`src/rtl/imem_fetch_if.sv`:
```
`default_nettype none
// ============================================================================
//  Module      : imem_fetch_if
//  Description : Bundles the ROM port, redirect request and decode handshake
//                of the instruction fetch sequencer.
//  Revision    : 1.0  initial release
// ============================================================================
interface imem_fetch_if;
    logic [15:0] imem_addr;
    logic [15:0] imem_instr;
    logic        redirect_valid;
    logic [15:0] redirect_addr;
    logic        out_valid;
    logic [15:0] out_instr;
    logic [15:0] out_pc;
    logic        out_ready;
    logic        done;
    logic        err;

    modport master (
        output imem_addr,
        input  imem_instr,
        input  redirect_valid,
        input  redirect_addr,
        output out_valid,
        output out_instr,
        output out_pc,
        input  out_ready,
        output done,
        output err
    );

    modport slave (
        input  imem_addr,
        output imem_instr,
        output redirect_valid,
        output redirect_addr,
        input  out_valid,
        input  out_instr,
        input  out_pc,
        output out_ready,
        input  done,
        input  err
    );
endinterface
`default_nettype wire

```
`src/rtl/imem_fetch_ctrl.sv`:
```
`default_nettype none
// ============================================================================
//  Module      : imem_fetch_ctrl
//  Description : Instruction fetch sequencer with a PC/instruction FIFO,
//                flush-on-redirect, end-of-memory drain and sticky error.
//  Revision    : 1.0  initial release
// ============================================================================
module imem_fetch_ctrl #(
    parameter int          DEPTH    = 4,
    parameter int          MEM_SIZE = 1024,
    parameter logic [15:0] RESET_PC = 16'h0000
) (
    input  logic          clk,
    input  logic          reset,
    imem_fetch_if.master  bus
);
    localparam int                PTR_W     = $clog2(DEPTH);
    localparam int                CNT_W     = PTR_W + 1;
    localparam logic [CNT_W-1:0]  DEPTH_CNT = CNT_W'(DEPTH);
    localparam logic [15:0]       LAST_PC   = 16'(MEM_SIZE - 4);
    localparam logic [16:0]       MEM_LIMIT = 17'(MEM_SIZE);

    typedef enum logic [1:0] {
        FETCH = 2'd0,
        DRAIN = 2'd1,
        ERROR = 2'd2
    } state_t;

    state_t             state_q, state_d;
    logic [15:0]        fetch_pc_q, fetch_pc_d;
    logic [PTR_W-1:0]   head_q, head_d;
    logic [PTR_W-1:0]   tail_q, tail_d;
    logic [CNT_W-1:0]   count_q, count_d;
    logic [15:0]        instr_mem_q [DEPTH];
    logic [15:0]        instr_mem_d [DEPTH];
    logic [15:0]        pc_mem_q    [DEPTH];
    logic [15:0]        pc_mem_d    [DEPTH];

    logic               pop;
    logic               push;
    logic               redir_take;
    logic               redir_ok;

    always_comb begin
        pop        = (count_q != '0) && bus.out_ready;
        redir_take = bus.redirect_valid && (state_q != ERROR);
        // 17-bit sum keeps targets near 16'hFFFF from wrapping back into range
        redir_ok   = (bus.redirect_addr[1:0] == 2'b00) &&
                     (({1'b0, bus.redirect_addr} + 17'd3) < MEM_LIMIT);
        push       = (state_q == FETCH) && !bus.redirect_valid &&
                     ((count_q < DEPTH_CNT) || pop);
    end

    always_comb begin
        state_d     = state_q;
        fetch_pc_d  = fetch_pc_q;
        head_d      = head_q;
        tail_d      = tail_q;
        count_d     = count_q;
        instr_mem_d = instr_mem_q;
        pc_mem_d    = pc_mem_q;

        if (push) begin
            instr_mem_d[tail_q] = bus.imem_instr;
            pc_mem_d[tail_q]    = fetch_pc_q;
            tail_d              = tail_q + 1'b1;
            fetch_pc_d          = fetch_pc_q + 16'd4;
            if (fetch_pc_q == LAST_PC) begin
                state_d = DRAIN;
            end
        end

        if (pop) begin
            head_d = head_q + 1'b1;
        end

        case ({push, pop})
            2'b10:   count_d = count_q + CNT_W'(1);
            2'b01:   count_d = count_q - CNT_W'(1);
            default: count_d = count_q;
        endcase

        // A head popped this cycle is already delivered; the rest is discarded
        if (redir_take) begin
            head_d  = '0;
            tail_d  = '0;
            count_d = '0;
            if (redir_ok) begin
                fetch_pc_d = bus.redirect_addr;
                state_d    = FETCH;
            end else begin
                state_d    = ERROR;
            end
        end
    end

    always_ff @(posedge clk or posedge reset) begin
        if (reset) begin
            state_q     <= FETCH;
            fetch_pc_q  <= RESET_PC;
            head_q      <= '0;
            tail_q      <= '0;
            count_q     <= '0;
            instr_mem_q <= '{default: '0};
            pc_mem_q    <= '{default: '0};
        end else begin
            state_q     <= state_d;
            fetch_pc_q  <= fetch_pc_d;
            head_q      <= head_d;
            tail_q      <= tail_d;
            count_q     <= count_d;
            instr_mem_q <= instr_mem_d;
            pc_mem_q    <= pc_mem_d;
        end
    end

    always_comb begin
        bus.imem_addr = (state_q == FETCH) ? fetch_pc_q : RESET_PC;
        bus.out_valid = (count_q != '0);
        bus.out_instr = instr_mem_q[head_q];
        bus.out_pc    = pc_mem_q[head_q];
        bus.done      = (state_q == DRAIN) && (count_q == '0);
        bus.err       = (state_q == ERROR);
    end

endmodule
`default_nettype wire

```
`src/flat_wrapper.sv`:
```
// flat-port wrapper written by rule: the top's interface ports become plain ports
module imem_fetch_ctrl_flat 
#(
    parameter int          DEPTH    = 4,
    parameter int          MEM_SIZE = 1024,
    parameter logic [15:0] RESET_PC = 16'h0000
)
  (clk, reset, bus_imem_addr, bus_imem_instr, bus_redirect_valid, bus_redirect_addr, bus_out_valid, bus_out_instr, bus_out_pc, bus_out_ready, bus_done, bus_err);
  imem_fetch_if bus_i ();
  input  logic clk;
  input  logic reset;
  output wire logic [$bits(bus_i.imem_addr)-1:0] bus_imem_addr;
  input wire logic [$bits(bus_i.imem_instr)-1:0] bus_imem_instr;
  input wire logic [$bits(bus_i.redirect_valid)-1:0] bus_redirect_valid;
  input wire logic [$bits(bus_i.redirect_addr)-1:0] bus_redirect_addr;
  output wire logic [$bits(bus_i.out_valid)-1:0] bus_out_valid;
  output wire logic [$bits(bus_i.out_instr)-1:0] bus_out_instr;
  output wire logic [$bits(bus_i.out_pc)-1:0] bus_out_pc;
  input wire logic [$bits(bus_i.out_ready)-1:0] bus_out_ready;
  output wire logic [$bits(bus_i.done)-1:0] bus_done;
  output wire logic [$bits(bus_i.err)-1:0] bus_err;
  assign bus_imem_addr = bus_i.imem_addr;
  assign bus_i.imem_instr = bus_imem_instr;
  assign bus_i.redirect_valid = bus_redirect_valid;
  assign bus_i.redirect_addr = bus_redirect_addr;
  assign bus_out_valid = bus_i.out_valid;
  assign bus_out_instr = bus_i.out_instr;
  assign bus_out_pc = bus_i.out_pc;
  assign bus_i.out_ready = bus_out_ready;
  assign bus_done = bus_i.done;
  assign bus_err = bus_i.err;
  imem_fetch_ctrl #(.DEPTH(DEPTH), .MEM_SIZE(MEM_SIZE), .RESET_PC(RESET_PC)) u_core (.clk(clk), .reset(reset), .bus(bus_i));
endmodule
```
`config.mk`:
```
export PLATFORM = sky130hd
export DESIGN_NAME = imem_fetch_ctrl_flat
export DESIGN_NICKNAME = d
export VERILOG_FILES = /design/src/rtl/imem_fetch_if.sv /design/src/rtl/imem_fetch_ctrl.sv /design/src/flat_wrapper.sv
export SDC_FILE = /design/constraint.sdc
export NUM_CORES = 1
export LEC_CHECK = 0
export ABC_CLOCK_PERIOD_IN_PS = 6400
export CAP_MARGIN = 25
export CORE_MARGIN = 1
export CORE_UTILIZATION = 40
export DETAILED_ROUTE_END_ITERATION = 8
export PLACE_DENSITY = 0.6
export SLEW_MARGIN = 30
export SYNTH_ARGS = -nofsm -noshare
export SYNTH_HDL_FRONTEND = slang
export SYNTH_SLANG_ARGS = --single-unit
```
`constraint.sdc`:
```
create_clock -name clk -period 6.4 [get_ports clk]
set_clock_uncertainty 0.1 [all_clocks]
set_input_delay 1.28 -clock clk [delete_from_list [all_inputs] [get_ports clk]]
set_output_delay 1.28 -clock clk [all_outputs]
set_load 0.02 [all_outputs]
```
==> flow_summary.rst <==
.. list-table::
   :header-rows: 1

   * - Metric
     - Value
   * - Post-CTS Setup Inserts
     - 0
   * - Standard-cell rows
     - 48
   * - CTS max path bufs
     - 2
   * - Category of the worst setup path launch point
     - register
   * - Max-slew headroom
     - a little under half
   * - Clock root buffer
     - clkbuf_16
   * - Worst Reg-to-Reg Cells
     - 9
   * - Net total in the final layout
     - 605
   * - Share of flip-flops with an asynchronous set or reset
     - 100.0%
   * - Per-cell via count in the routed design
     - approximately 5.3
   * - Core area
     - ~17000 um2
   * - Seq pwr share
     - a little over two fifths
   * - Final standard cell area without fillers
     - ~8700 um2
   * - Crit path max-delay cell type
     - mux4_2
   * - Cell Area, Synth
     - 7166 um2
   * - Post-DP HPWL
     - 9459 um
   * - Share of layout cells above drive strength 1
     - between 20 and 30%
   * - Fmax
     - 251.5 MHz
   * - Critical path start-end classification
     - register to output port
   * - Global Route Usage Sum
     - 18.04%
   * - Reg2reg setup slack
     - 3.47 ns
   * - Post-route DRC violation count
     - 0
   * - Multi-input gate area
     - 3065 um2
   * - Capture point of the worst path
     - bus_out_pc[1]
   * - Number of gates given a new drive strength after cts
     - 0
   * - Cell-internal power
     - 1.890 mW
   * - Hold Buf Count CTS
     - 0
   * - CTS H-tree lvls
     - 4
   * - Cell family contributing the most delay on the critical path
     - buffers and inverters
   * - Final period util
     - 62.12%
   * - Average wire length per cell after detail routing
     - around 19 um
   * - Clock network fraction of design power
     - 42.4%
   * - Worst path buffer plus inverter count
     - 2
   * - Pin count of the biggest net entering global routing
     - between 100 and 150
   * - Post-synthesis average cell area
     - 14.68 um2
   * - Switching power summed over all nets
     - ~0.65 mW
   * - Endpoint of the lowest-slack register-to-register path
     - u_core.count_q[2]
   * - Cell count after synthesis
     - 488
   * - Antenna Violating Nets Remaining
     - 0
   * - Hold violation total from the final report
     - 0
   * - Cell breakdown of the critical path
     - buf_4 -> mux4_2 -> clkdlybuf4s50_1
   * - Via total after detailed routing
     - ~4300
   * - Part of the Yosys area used for sequential elements
     - roughly 53%
   * - Setup TNS
     - 0 ns
   * - # IOs
     - between 80 and 90
   * - Syn nets
     - about 530
   * - Number of enable-type register cells in the synthesized netlist
     - 0
   * - Yosys Warn Count
     - 0
   * - Worst EP required
     - between 5 and 6 ns
   * - Number of antenna violations at the first check in global routing
     - 0
   * - Vias in the first global route
     - ~4700
   * - Worst-path fanout max
     - 30
   * - Worst path arrival time
     - between 2 and 3 ns
   * - Number of diodes added for antenna fixing
     - 0
   * - Hold Crit Class
     - register to register
   * - First-pass iteration count of the detailed router
     - 4
   * - Switching power share of the total
     - 25.58%
   * - Power per Cell Area
     - 290.8 nW/um2
   * - Total of fill cells in the finished design
     - roughly 1500
   * - Power share of the combinational group
     - between 10% and 20%
   * - Crit. Startpoint
     - u_core.head_q[0]
   * - Shortest clock period the worst path allows after layout
     - about 4 ns
   * - Worst-case vdd ir drop
     - 0.2187 mV
   * - Clock Sinks
     - 153
   * - Final critical-path setup slack
     - between 2 and 2.5 ns
   * - Port buffer count
     - between 80 and 90
   * - Source of the worst register-to-register timing path
     - u_core.state_q[0]
   * - Initial standard-cell utilization of the core
     - approximately two fifths
   * - Die Span X
     - about 140 um
   * - Count of final setup violators
     - 0
   * - Drt total wl
     - around 15000 um
   * - Leakage Power
     - 4.092 nW
   * - Worst Max-Slew Pin Slew
     - about 0.80 ns
   * - Final Slew Violations
     - 0
   * - First-pass GRT wire length
     - between 20000 and 30000 um
   * - Unrepaired setup endpoints after global routing
     - no
   * - CP max stage delay
     - between 0.6 and 0.7 ns
   * - Total CTS buffers
     - 17
   * - Drt first-iter violations
     - between 150 and 200
   * - Worst setup EP type
     - output port
   * - P&R area growth vs syn
     - 21.91%
   * - Placed cell area
     - ~8000 um2
   * - Clock transition time at the flip-flop clock pins of the worst setup and hold paths
     - 0.06 ns
   * - Floorplan die area
     - around 18000 um2
   * - Register bit total from synthesis
     - around 150
   * - Most instantiated flip-flop cell in the synthesis netlist
     - dfrtp_1
   * - Clock latency on the worst-skew pair
     - 0.41 ns
   * - CTS tree
     - built
   * - Run status
     - completed
   * - Max capacitance violation total
     - 0
   * - Y dimension of the die
     - 135.8 um
   * - Distinct cells, synth
     - a little over 40
   * - Final global-route overflow total
     - 0
   * - Minimum setup slack after placement
     - 2.324 ns
   * - Sequential Area
     - about 3800 um2
   * - Cell depth of the worst setup path
     - 3
   * - Placer congestion estimate
     - between 0.8 and 0.9
stage by stage:
stage | cells | power (mW) | util, % | hold WS [ns]
6_report | 800 | 2.540 | 50.16 | 0.3847
4_1_cts | 800 | 2.572 | 50.14 | 0.3917
3_3_place_gp | 768 | 1.487 | 46.49 | 0.3691
5_1_grt | 800 | 2.647 | 50.16 | 0.4020
3_5_place_dp | 768 | 1.488 | 46.50 | 0.3777
2_1_floorplan | 488 | 1.351 | - | 0.3587
layout by cell type (no fill, tap or decap), drive strengths merged, types with 3 or more instances in the layout:
master and n:
xnor2 4, nor2 17, a21oi 13, mux2 128, nor4 7, or3 5
clkdlybuf4s50 86, nand4 6, nand3 7, o21ai 4, clkinvlp 3, ha 6
mux4 32, clkinv 5, inv 10, dfrtp 153, bufinv 5, clkbuf 19
mux2i 4, nand2 11, xor2 7, and2 19
layout make-up:
type | count | share of cell area (%)
clock buffers | 19 | 4.956
clock inverters | 13 | 2.306
inverters | 10 | 0.5156
multi-input cells | 292 | 35.09
flip-flops and latches | 153 | 43.88
well taps | 225 | 3.223
repair buffers | 88 | 10.03
power by group through the flow:
stage               Sequential, mW  Clock, mW  Combinational, mW
floorplan                     1.04          0              0.315
global placement              1.11          0              0.375
CTS                           1.10       1.10              0.378
detailed placement            1.11          0              0.375
finish                        1.09       1.08              0.370
global route                  1.10       1.14              0.404
flip-flops by register name, indices dropped and copies added (netlist names):
register,cells
u_core.fetch_pc_q,16
u_core.instr_mem_q,64
u_core.head_q,2
u_core.pc_mem_q,64
u_core.state_q,2
u_core.tail_q,2
u_core.count_q,3
Yosys cell counts (all sizes together) (2+ instances only):
cell type,count,area [um2]
a21oi,13,65.06
and2,19,118.9
and3,2,12.51
and4,2,17.52
buf,26,207.7
clkbuf,7,26.28
dfrtp,153,3829
ha,6,75.07
inv,10,37.54
mux2,128,1441
mux2i,4,40.04
mux4,32,720.7
nand2,11,71.32
nand2b,2,12.51
nand3,7,47.55
nand4,6,37.54
nor2,17,66.32
nor3,2,10.01
nor3b,2,26.28
nor4,7,43.79
o21ai,4,20.02
o31ai,2,15.01
or3,5,31.28
or4,2,15.01
xnor2,4,35.03
xor2,7,61.31
how the worst min path moves through the flow:
stage,slack [ns],end,from,cells past startpoint
2_1_floorplan,0.36,u_core.pc_mem_q[37],u_core.pc_mem_q[37],1
3_3_place_gp,0.37,u_core.pc_mem_q[21],u_core.pc_mem_q[21],1
3_5_place_dp,0.38,u_core.pc_mem_q[38],u_core.pc_mem_q[38],1
4_1_cts,0.39,u_core.pc_mem_q[38],u_core.pc_mem_q[38],1
5_1_grt,0.40,u_core.pc_mem_q[12],u_core.pc_mem_q[12],1
6_report,0.38,u_core.pc_mem_q[39],u_core.pc_mem_q[39],1
routing by layer:
layer | share of wire [%] | global-route usage, % | vias to the layer above | wire length [um]
li1 | - | - | 1924 | -
met1 | 46 | 23.48 | 2238 | 6931
met2 | 50 | 29.28 | 86 | 7546
met3 | 3.1 | 3.691 | 24 | 479
met4 | 1.7 | 7.553 | 0 | 264
met5 | 0 | 0 | - | 0
logic make-up (layout without fill, tap and decap cells):
| logic type | Yosys count | in the layout | synth area share [%] |
|---|---|---|---|
| mux | 164 | 164 | 30.73 |
| flops | 153 | 153 | 53.43 |
| simple gates | 89 | 89 | 7.753 |
| buf+inv | 43 | 130 | 3.789 |
| compound gates | 21 | 21 | 1.624 |
| xor+xnor | 11 | 11 | 1.344 |
| fa+ha+maj | 7 | 7 | 1.327 |
No activity file was read; power rests on OpenSTA's default activity.
